==> config.mk <==
export PLATFORM = sky130hd
export DESIGN_NAME = cache_dre_maint_flat
export DESIGN_NICKNAME = d
export VERILOG_FILES = /design/src/rtl/cache_dre_maint_pkg.sv /design/src/rtl/cache_dre_maint_if.sv /design/src/rtl/cache_dre_maint_sweep_cnt.sv /design/src/rtl/cache_dre_maint.sv /design/src/flat_wrapper.sv
export SDC_FILE = /design/constraint.sdc
export NUM_CORES = 1
export LEC_CHECK = 0
export ABC_CLOCK_PERIOD_IN_PS = 4450
export BUFFER_PORTS_ARGS = -buffer_cell sky130_fd_sc_hd__buf_2
export CAP_MARGIN = 10
export CORE_MARGIN = 5
export CORE_UTILIZATION = 53
export CTS_CLUSTER_DIAMETER = 30
export CTS_CLUSTER_SIZE = 20
export DETAILED_ROUTE_END_ITERATION = 7
export PLACE_DENSITY = 0.91
export SKIP_CTS_REPAIR_TIMING = 1
export SLEW_MARGIN = 5
export SYNTH_ARGS = -nofsm -noshare
export SYNTH_HDL_FRONTEND = slang
export SYNTH_SLANG_ARGS = --single-unit
==> constraint.sdc <==
create_clock -name clk -period 4.45 [get_ports clk]
set_clock_uncertainty 0.1 [all_clocks]
set_input_delay 0.445 -clock clk [delete_from_list [all_inputs] [get_ports clk]]
set_output_delay 0.445 -clock clk [all_outputs]
set_load 0.005 [all_outputs]
==> src/rtl/cache_dre_maint_pkg.sv <==
// Shared state encodings and DRE byte-mask constants for the DRE maintenance sequencer.
package cache_dre_pkg;

  typedef enum logic [2:0] {
    ST_INIT  = 3'd0,
    ST_IDLE  = 3'd1,
    ST_CLEAR = 3'd2,
    ST_FILL  = 3'd3,
    ST_DONE  = 3'd4
  } dre_state_e;

  localparam logic [7:0] DRE_NONE = 8'h00;
  localparam logic [7:0] DRE_ALL  = 8'hFF;

endpackage

==> src/rtl/cache_dre_maint_if.sv <==
// Request/ack handshake plus DRE store write port of the maintenance sequencer.
interface cache_dre_maint_if #(
  parameter int ADDR_WIDTH     = 8,
  parameter int LINE_ROWS_LOG2 = 2
);
  logic                                   clr_req;
  logic                                   clr_ack;
  logic                                   fill_req;
  logic [1:0]                             fill_ch;
  logic [ADDR_WIDTH-2-LINE_ROWS_LOG2:0]   fill_line;
  logic                                   fill_ack;
  logic                                   busy;
  logic                                   sel;
  logic [ADDR_WIDTH-1:0]                  ri_writeAddress;
  logic [1:0]                             ri_writeChannel;
  logic                                   ri_writeEnable;
  logic [7:0]                             ri_writeData;

  modport mst (
    output clr_req, fill_req, fill_ch, fill_line,
    input  clr_ack, fill_ack, busy, sel,
    input  ri_writeAddress, ri_writeChannel, ri_writeEnable, ri_writeData
  );

  modport slv (
    input  clr_req, fill_req, fill_ch, fill_line,
    output clr_ack, fill_ack, busy, sel,
    output ri_writeAddress, ri_writeChannel, ri_writeEnable, ri_writeData
  );
endinterface

==> src/rtl/cache_dre_maint_sweep_cnt.sv <==
// Loadable sweep counter; terminal count covers either the full store or one cache line.
module cache_dre_sweep_cnt #(
  parameter int ADDR_WIDTH     = 8,
  parameter int LINE_ROWS_LOG2 = 2
) (
  input  logic                clk,
  input  logic                rst_n,
  input  logic                i_load,
  input  logic                i_inc,
  input  logic                i_line_range,
  output logic [ADDR_WIDTH:0] o_cnt,
  output logic                o_tc
);

  localparam logic [ADDR_WIDTH:0]       CNT_ZERO = {(ADDR_WIDTH+1){1'b0}};
  localparam logic [ADDR_WIDTH:0]       CNT_ONE  = {{ADDR_WIDTH{1'b0}}, 1'b1};
  localparam logic [ADDR_WIDTH:0]       CNT_MAX  = {(ADDR_WIDTH+1){1'b1}};
  localparam logic [LINE_ROWS_LOG2-1:0] LINE_MAX = {LINE_ROWS_LOG2{1'b1}};

  logic [ADDR_WIDTH:0] r_cnt;

  // counter register: load to zero outside a sweep, advance once per write
  always_ff @(posedge clk or negedge rst_n) begin
    if (!rst_n) begin
      r_cnt <= CNT_ZERO;
    end else if (i_load) begin
      r_cnt <= CNT_ZERO;
    end else if (i_inc) begin
      r_cnt <= r_cnt + CNT_ONE;
    end else begin
      r_cnt <= r_cnt;
    end
  end

  // line mode only looks at the in-line bits because a fill always starts from zero
  always_comb begin
    o_tc = 1'b0;
    if (i_line_range) begin
      o_tc = (r_cnt[LINE_ROWS_LOG2-1:0] == LINE_MAX);
    end else begin
      o_tc = (r_cnt == CNT_MAX);
    end
  end

  assign o_cnt = r_cnt;

endmodule

==> src/rtl/cache_dre_maint.sv <==
// DRE store maintenance sequencer: full clear and per-line fill.
// Optional build macro CACHE_DRE_MAINT_AUTOCLR_EN: full clear after every reset release.
module cache_dre_maint
  import cache_dre_pkg::*;
#(
  parameter int ADDR_WIDTH     = 8,
  parameter int LINE_ROWS_LOG2 = 2
) (
  input  logic             clk,
  input  logic             rst_n,
  cache_dre_maint_if.slv   bus
);

  localparam int LINE_W = ADDR_WIDTH - 1 - LINE_ROWS_LOG2;

  dre_state_e               r_state;
  logic [1:0]               r_fill_ch;
  logic [LINE_W-1:0]        r_fill_line;
  logic                     r_is_fill;
  logic                     r_auto;
  logic [ADDR_WIDTH:0]      w_cnt;
  logic                     w_tc;
  logic                     w_active;
  logic [ADDR_WIDTH-2:0]    w_row;

  assign w_active = (r_state == ST_CLEAR) || (r_state == ST_FILL);

  cache_dre_sweep_cnt #(
    .ADDR_WIDTH     (ADDR_WIDTH),
    .LINE_ROWS_LOG2 (LINE_ROWS_LOG2)
  ) u_cnt (
    .clk          (clk),
    .rst_n        (rst_n),
    .i_load       (!w_active),
    .i_inc        (w_active),
    .i_line_range (r_state == ST_FILL),
    .o_cnt        (w_cnt),
    .o_tc         (w_tc)
  );

  // sequencer FSM; r_auto marks the post-reset sweep so it completes without an ack
  always_ff @(posedge clk or negedge rst_n) begin
    if (!rst_n) begin
      r_state     <= ST_INIT;
      r_fill_ch   <= 2'd0;
      r_fill_line <= {LINE_W{1'b0}};
      r_is_fill   <= 1'b0;
      r_auto      <= 1'b0;
    end else begin
      case (r_state)
        ST_INIT: begin
`ifdef CACHE_DRE_MAINT_AUTOCLR_EN
          r_state   <= ST_CLEAR;
          r_auto    <= 1'b1;
`else
          r_state   <= ST_IDLE;
          r_auto    <= 1'b0;
`endif
          r_is_fill <= 1'b0;
        end
        ST_IDLE: begin
          if (bus.clr_req) begin
            r_state   <= ST_CLEAR;
            r_is_fill <= 1'b0;
            r_auto    <= 1'b0;
          end else if (bus.fill_req) begin
            r_state     <= ST_FILL;
            r_is_fill   <= 1'b1;
            r_auto      <= 1'b0;
            r_fill_ch   <= bus.fill_ch;
            r_fill_line <= bus.fill_line;
          end else begin
            r_state <= ST_IDLE;
          end
        end
        ST_CLEAR, ST_FILL: begin
          if (w_tc) begin
            r_state <= ST_DONE;
          end else begin
            r_state <= r_state;
          end
        end
        ST_DONE: r_state <= ST_IDLE;
        default: r_state <= ST_IDLE;
      endcase
    end
  end

  // output decode from registered state, counter and latched fill target only
  always_comb begin
    w_row                = {(ADDR_WIDTH-1){1'b0}};
    bus.ri_writeChannel  = 2'd0;
    bus.ri_writeData     = DRE_NONE;
    case (r_state)
      ST_CLEAR: begin
        w_row               = w_cnt[ADDR_WIDTH:2];
        bus.ri_writeChannel = w_cnt[1:0];
        bus.ri_writeData    = DRE_NONE;
      end
      ST_FILL: begin
        w_row               = {r_fill_line, w_cnt[LINE_ROWS_LOG2-1:0]};
        bus.ri_writeChannel = r_fill_ch;
        bus.ri_writeData    = DRE_ALL;
      end
      default: begin
        w_row               = {(ADDR_WIDTH-1){1'b0}};
        bus.ri_writeChannel = 2'd0;
        bus.ri_writeData    = DRE_NONE;
      end
    endcase
  end

  assign bus.ri_writeAddress = {w_row, 1'b0};
  assign bus.ri_writeEnable  = w_active;
  assign bus.busy            = w_active;
  assign bus.sel             = w_active;
  assign bus.clr_ack         = (r_state == ST_DONE) && !r_is_fill && !r_auto;
  assign bus.fill_ack        = (r_state == ST_DONE) && r_is_fill;

endmodule

==> src/flat_wrapper.sv <==
// flat-port wrapper written by rule: the top's interface ports become plain ports
module cache_dre_maint_flat import cache_dre_pkg::*;
#(
  parameter int ADDR_WIDTH     = 8,
  parameter int LINE_ROWS_LOG2 = 2
)
  (clk, rst_n, bus_clr_req, bus_fill_req, bus_fill_ch, bus_fill_line, bus_clr_ack, bus_fill_ack, bus_busy, bus_sel, bus_ri_writeAddress, bus_ri_writeChannel, bus_ri_writeEnable, bus_ri_writeData);
  cache_dre_maint_if #(.ADDR_WIDTH(ADDR_WIDTH), .LINE_ROWS_LOG2(LINE_ROWS_LOG2)) bus_i ();
  input  logic clk;
  input  logic rst_n;
  input wire logic [$bits(bus_i.clr_req)-1:0] bus_clr_req;
  input wire logic [$bits(bus_i.fill_req)-1:0] bus_fill_req;
  input wire logic [$bits(bus_i.fill_ch)-1:0] bus_fill_ch;
  input wire logic [$bits(bus_i.fill_line)-1:0] bus_fill_line;
  output wire logic [$bits(bus_i.clr_ack)-1:0] bus_clr_ack;
  output wire logic [$bits(bus_i.fill_ack)-1:0] bus_fill_ack;
  output wire logic [$bits(bus_i.busy)-1:0] bus_busy;
  output wire logic [$bits(bus_i.sel)-1:0] bus_sel;
  output wire logic [$bits(bus_i.ri_writeAddress)-1:0] bus_ri_writeAddress;
  output wire logic [$bits(bus_i.ri_writeChannel)-1:0] bus_ri_writeChannel;
  output wire logic [$bits(bus_i.ri_writeEnable)-1:0] bus_ri_writeEnable;
  output wire logic [$bits(bus_i.ri_writeData)-1:0] bus_ri_writeData;
  assign bus_i.clr_req = bus_clr_req;
  assign bus_i.fill_req = bus_fill_req;
  assign bus_i.fill_ch = bus_fill_ch;
  assign bus_i.fill_line = bus_fill_line;
  assign bus_clr_ack = bus_i.clr_ack;
  assign bus_fill_ack = bus_i.fill_ack;
  assign bus_busy = bus_i.busy;
  assign bus_sel = bus_i.sel;
  assign bus_ri_writeAddress = bus_i.ri_writeAddress;
  assign bus_ri_writeChannel = bus_i.ri_writeChannel;
  assign bus_ri_writeEnable = bus_i.ri_writeEnable;
  assign bus_ri_writeData = bus_i.ri_writeData;
  cache_dre_maint #(.ADDR_WIDTH(ADDR_WIDTH), .LINE_ROWS_LOG2(LINE_ROWS_LOG2)) u_core (.clk(clk), .rst_n(rst_n), .bus(bus_i));
endmodule
Yosys cells after proc, flatten, opt, wreduce, memory -nomap -nowiden --
Index checks and enable logic that the tools add are counted.
Word-level totals: bits in registers 21, bits in latches 0, bits in writable memories 0, bits in read-only memories 0, memories 0
Operators by class: add/sub/neg operators 1, $mul 0, divide/modulo/power cells 0, magnitude comparators 0, equality and inequality tests 8, shifts and indexed selects 0, multiplexer cells 15, bitwise logic cells 1, reduce and logical (&&, ||, !) cells 11
Operator list (count):
- 7-bit case mux with 2 select lines | 1
- 9-bit by 1-bit adder with 9-bit output, second input constant | 1
- 9-bit equality test, second input constant | 1
- 9-bit 2-to-1 mux | 1
- 8-bit 2-to-1 mux | 1
- 3-bit by 2-bit equality test with 1-bit output, second input constant | 2
- 3-bit 2-to-1 mux | 2
- 3-bit case mux with 2 select lines | 1
- 1-bit 2-to-1 mux | 5
- 1-bit case mux with 2 select lines | 2
- 2-bit case mux with 2 select lines | 1
- 3-bit by 1-bit equality test with 1-bit output, second input constant | 1
- 3-bit equality test, second input constant | 1
- 1-bit logical AND | 3
- 3-bit logical NOT | 1
- 3-bit inequality test, second input constant | 1
- 3-bit AND reduction | 1
- 2-bit equality test, second input constant | 1
- 1-bit logical NOT | 2
- 2-bit 2-to-1 mux | 1
- 2-bit inequality test, second input constant | 1
- 2-bit AND reduction | 1
- 2-bit nonzero test | 1
- 2-bit OR reduction | 1
- 2 further kinds | 2

Logic depth before layout (Yosys ltp) --
depth in word-level cells 4, gate-level depth with buffers 7

Modules after synthesis --
A second synthesis with hierarchy kept.
Unflattened totals: cell total of the unflattened synthesis 112, area total of the unflattened synthesis 1206.2 um2
Modules (own cells, without submodules):
- cache_dre_maint | times used 1, cells each 67, area each 740.7 um2, sequential area each 275.3 um2
- cache_dre_sweep_cnt | times used 1, cells each 45, area each 465.4 um2, sequential area each 225.2 um2

Worst setup path before layout --
No wires, ideal clock.
kind reg2out, start point register u_core.r_state[2], end point output bus_ri_writeData[0], data arrival time 1.364 ns, setup slack 2.541 ns, cell stages (with the launch flop) 6, cells stage by stage dfrtp_1 > nand2b_1 > buf_6 > clkbuf_1 > nor2_1 > buf_4
Between the ends: word-level cells in the longest chain between the ends 2
Ends and longest elaborated chain:
- start, declared | line cache_dre_maint.sv:16 | dre_state_e r_state;
- start signal, assigned | line cache_dre_maint.sv:80 | r_state <= r_state;
- 3-bit by 2-bit equality test with 1-bit output
- via u_core.u_cnt.i_line_range | line cache_dre_maint_sweep_cnt.sv:10 | input logic i_line_range,
- 8-bit 2-to-1 mux | line cache_dre_maint.sv:94 | case (r_state)
- end, declared | line flat_wrapper.sv:22 | output wire logic [$bits(bus_i.ri_writeData)-1:0] bus_ri_writeData;
The timed path passes the listed nets, and every way through them passes these cells.

Worst setup path after layout --
start point register u_core.r_state[2], end point output bus_ri_writeData[5]
Between the ends: word-level cells in the longest chain between the ends 2
Ends and longest elaborated chain (line):
- 3-bit by 2-bit equality test with 1-bit output | cache_dre_maint.sv:94
- 8-bit 2-to-1 mux | cache_dre_maint.sv:94
Every way passes these cells.

==> flow_summary_export.csv <==
group,metric,value,unit
cells_and_area,antennaDiodeCount,0,
placed_design,gp_routability_congestion,0.7509,
cells_and_area,fin_nets,145,
sta,timing.slew.headroom,55.20,%
clock_network,cts_tree,"built",
power_and_ir_drop,cellLeakagePower,0.6360,nW
clock_network,clockBufferDepth,2,
sta,worst_pin_slew,0.6719,ns
synthesis,post-synth-top-count-cell,"dfrtp_1",
sta,holdWs,0.2647,ns
sta,rsz0062_at_grt,"false",
synthesis,avgSynthCellArea,10.15,sq um
setup_path,crit_arrival,1.85,ns
synthesis,synth-edff-count,0,
floorplanning,design.core.area,1982,sq um
global_routing,grt_pass1_vias,861,
synthesis,syn_inst,109,
synthesis,yosys-top-cells-count,"20 x dfrtp_1, 16 x nor2_1, 11 x buf_4",
placed_design,placed_cell_area,1194,sq um
synthesis,netlist_area,1106,sq um
power_and_ir_drop,swShare,19.90,%
global_routing,grt_antenna_before_repair,0,
job,maxCapViolations,0,
global_routing,grt-ovfl-total,0,
sta,fin_crit,2.398,ns
setup_path,crit_path_end,"bus_ri_writeData[5]",
detailed_routing,wl_per_cell,14.39,um
detailed_routing,drt-vias-per-instance,5.462,
cells_and_area,finalInstanceArea,1240,sq um
power_and_ir_drop,p_comb_share,2.9,%
synthesis,synth-seq-area-share,45.25,%
setup_path,r2r_end,"u_core.r_fill_line[0]",
floorplanning,pin_count,34,
run_status,status,"finished, final reports clean",
clock_network,insertion_delay,0.31,ns
power_and_ir_drop,power_switching,0.00005851,W
synthesis,synth_cell_types,30,
detailed_routing,ant_nets,0,
setup_path,r2r-start,"u_core.r_state[0]",
placed_design,dp_hpwl,1.693,mm
min_path,hold_depth,2,
global_routing,grt_max_degree,21,
cells_and_area,drive_gt1_share,34.35,%
clock_network,clock-sinks,20,
detailed_routing,drc_errors,0,
setup_path,worstPathMaxFanout,19,
sta,fmax,416.9,MHz
cells_and_area,finish.utilization,62.56,%
power_and_ir_drop,intPower,0.0002354,W
floorplanning,dieArea,3100,sq um
global_routing,grt_pass1_wl,3.746,mm
detailed_routing,drt_iter0_drc,20,
setup_path,setup.worst_path.start,"u_core.r_state[2]",
clock_network,cts_root_buffer,"clkbuf_4",
power_and_ir_drop,seqPwrFrac,61.8,%
synthesis,async_reset_ff_share,100.0,%
synthesis,synth_top_cells_by_area,"dfrtp_1 45%, mux2i_1 9.0%, buf_4 7.5%",
floorplanning,fp.dieH,55.68,um
cells_and_area,syn_to_final_growth,12.10,%
sta,slew_viol_final,0,
synthesis,synthFlopType,"dfrtp_1",
sta,hold_viol,0,
setup_path,critPathKind,"reg -> out",
setup_path,reg2reg_depth,3,
power_and_ir_drop,power,0.0002939,W
min_path,hp-start,"bus_fill_line[3]",
setup_path,crit_path_end_kind,"output pin",
placed_design,io_buffers,32,
synthesis,ys_ff_latch,20,
synthesis,post-synth-top-area-cell,"dfrtp_1",
clock_network,path_clk_slew,0.11,ns
power_and_ir_drop,clkPwrFrac,35.3,%
sta,setup_viol,0,
sta,finalSetupTns,0,ns
setup_path,regToRegSetupSlack,2.60,ns
setup_path,worstPathRequired,3.90,ns
synthesis,syn-num-nets,122,
clock_network,cts_buffers,3,
floorplanning,die_x,55.68,um
global_routing,track_usage,15.08,%
min_path,worstHoldPathType,"in -> reg",
power_and_ir_drop,ir_drop,0.1559,mV
setup_path,start_kind,"flip-flop",
cells_and_area,nFillCells,159,
synthesis,yosys_warnings,0,
power_and_ir_drop,power_density,237.1,nW/um^2
synthesis,yosysTopAreaCellShare,45.25,%
detailed_routing,via_count,863,
floorplanning,fp-row-count,16,
clock_network,htreeDepth,1,
floorplanning,start_util,55.81,%
detailed_routing,routed_wl,2.273,mm
detailed_routing,drt_first_pass_iters,4,
sta,fin_crit_sh,53.90,%
## layout by cell type (no fill, tap or decap), types with 2 or more instances in the layout
cell type and n:
buf_2 32, a21oi_1 3, ha_1 2, mux2i_1 10, and2_1 2, xor2_1 2
dfrtp_1 20, mux2_2 7, clkbuf_4 3, nand3_1 4, inv_1 3, nand4_1 2
or3_1 2, nand2_1 5, nor2_1 16, o21ai_0 4
## state kept, by name (all words and copies together), names as in the netlist
signal,flops
u_core.r_is_fill,1
u_core.r_fill_ch,2
u_core.r_fill_line,5
u_core.r_state,3
u_core.u_cnt.o_cnt,9
## worst min path at each step
stage | end | slack (ns)
6_report | u_core.r_fill_line[3] | 0.26
3_5_place_dp | u_core.r_fill_ch[1] | 0.31
4_1_cts | u_core.r_fill_ch[1] | -0.04
5_1_grt | u_core.r_fill_line[4] | 0.26
2_1_floorplan | u_core.r_fill_ch[0] | 0.05
3_3_place_gp | u_core.r_fill_line[2] | 0.30
## power groups by stage
stage | logic [W] | registers (W) | clock network (W)
final | 0.00000864 | 0.000182 | 0.000104
after floorplan | 0.00000103 | 0.000185 | 0
after global placement | 0.00000791 | 0.000185 | 0
after CTS | 0.00000831 | 0.000182 | 0.000109
after detailed placement | 0.00000831 | 0.000185 | 0
after global routing | 0.00000994 | 0.000182 | 0.000114
## critical path: stages, from the launching register on
cell,delay (ns)
dfrtp_1,0.44
nand2b_1,0.47
nor2_1,0.45
buf_2,0.19
## metal layers
metal | track usage (%) | vias up | share of wire (%)
met5 | 0 | - | 0
met4 | 8.333 | 0 | 1.7
met3 | 3.248 | 5 | 8.0
met2 | 25.00 | 41 | 49
met1 | 18.00 | 415 | 41
li1 | - | 402 | -
## layout make-up
type	instances	area [sq um]	area share (%)
multi-input combinational	71	488.0	39.35
inverter	3	11.26	0.9082
tap	27	33.78	2.725
sequential	20	500.5	40.36
clock buffer	4	36.28	2.926
timing repair buffer	33	170.2	13.72
## cell families after synthesis
kind of cell | Yosys count | synth area share (%)
xor+xnor | 3 | 2.376
fa+ha+maj | 2 | 2.262
mux | 17 | 16.18
simple gates | 38 | 17.42
flops | 20 | 45.25
other cells | 1 | 0.3390
buf+inv | 18 | 10.63
compound gates | 10 | 5.543
## through the flow
step | worst slack, ns | cells
finish | 2.052 | 158
global placement | 2.475 | 153
global route | 1.781 | 158
detailed placement | 2.396 | 153
CTS | 2.048 | 157
floorplan | 2.541 | 109
Note: power is estimated with default switching activity, not from simulation.
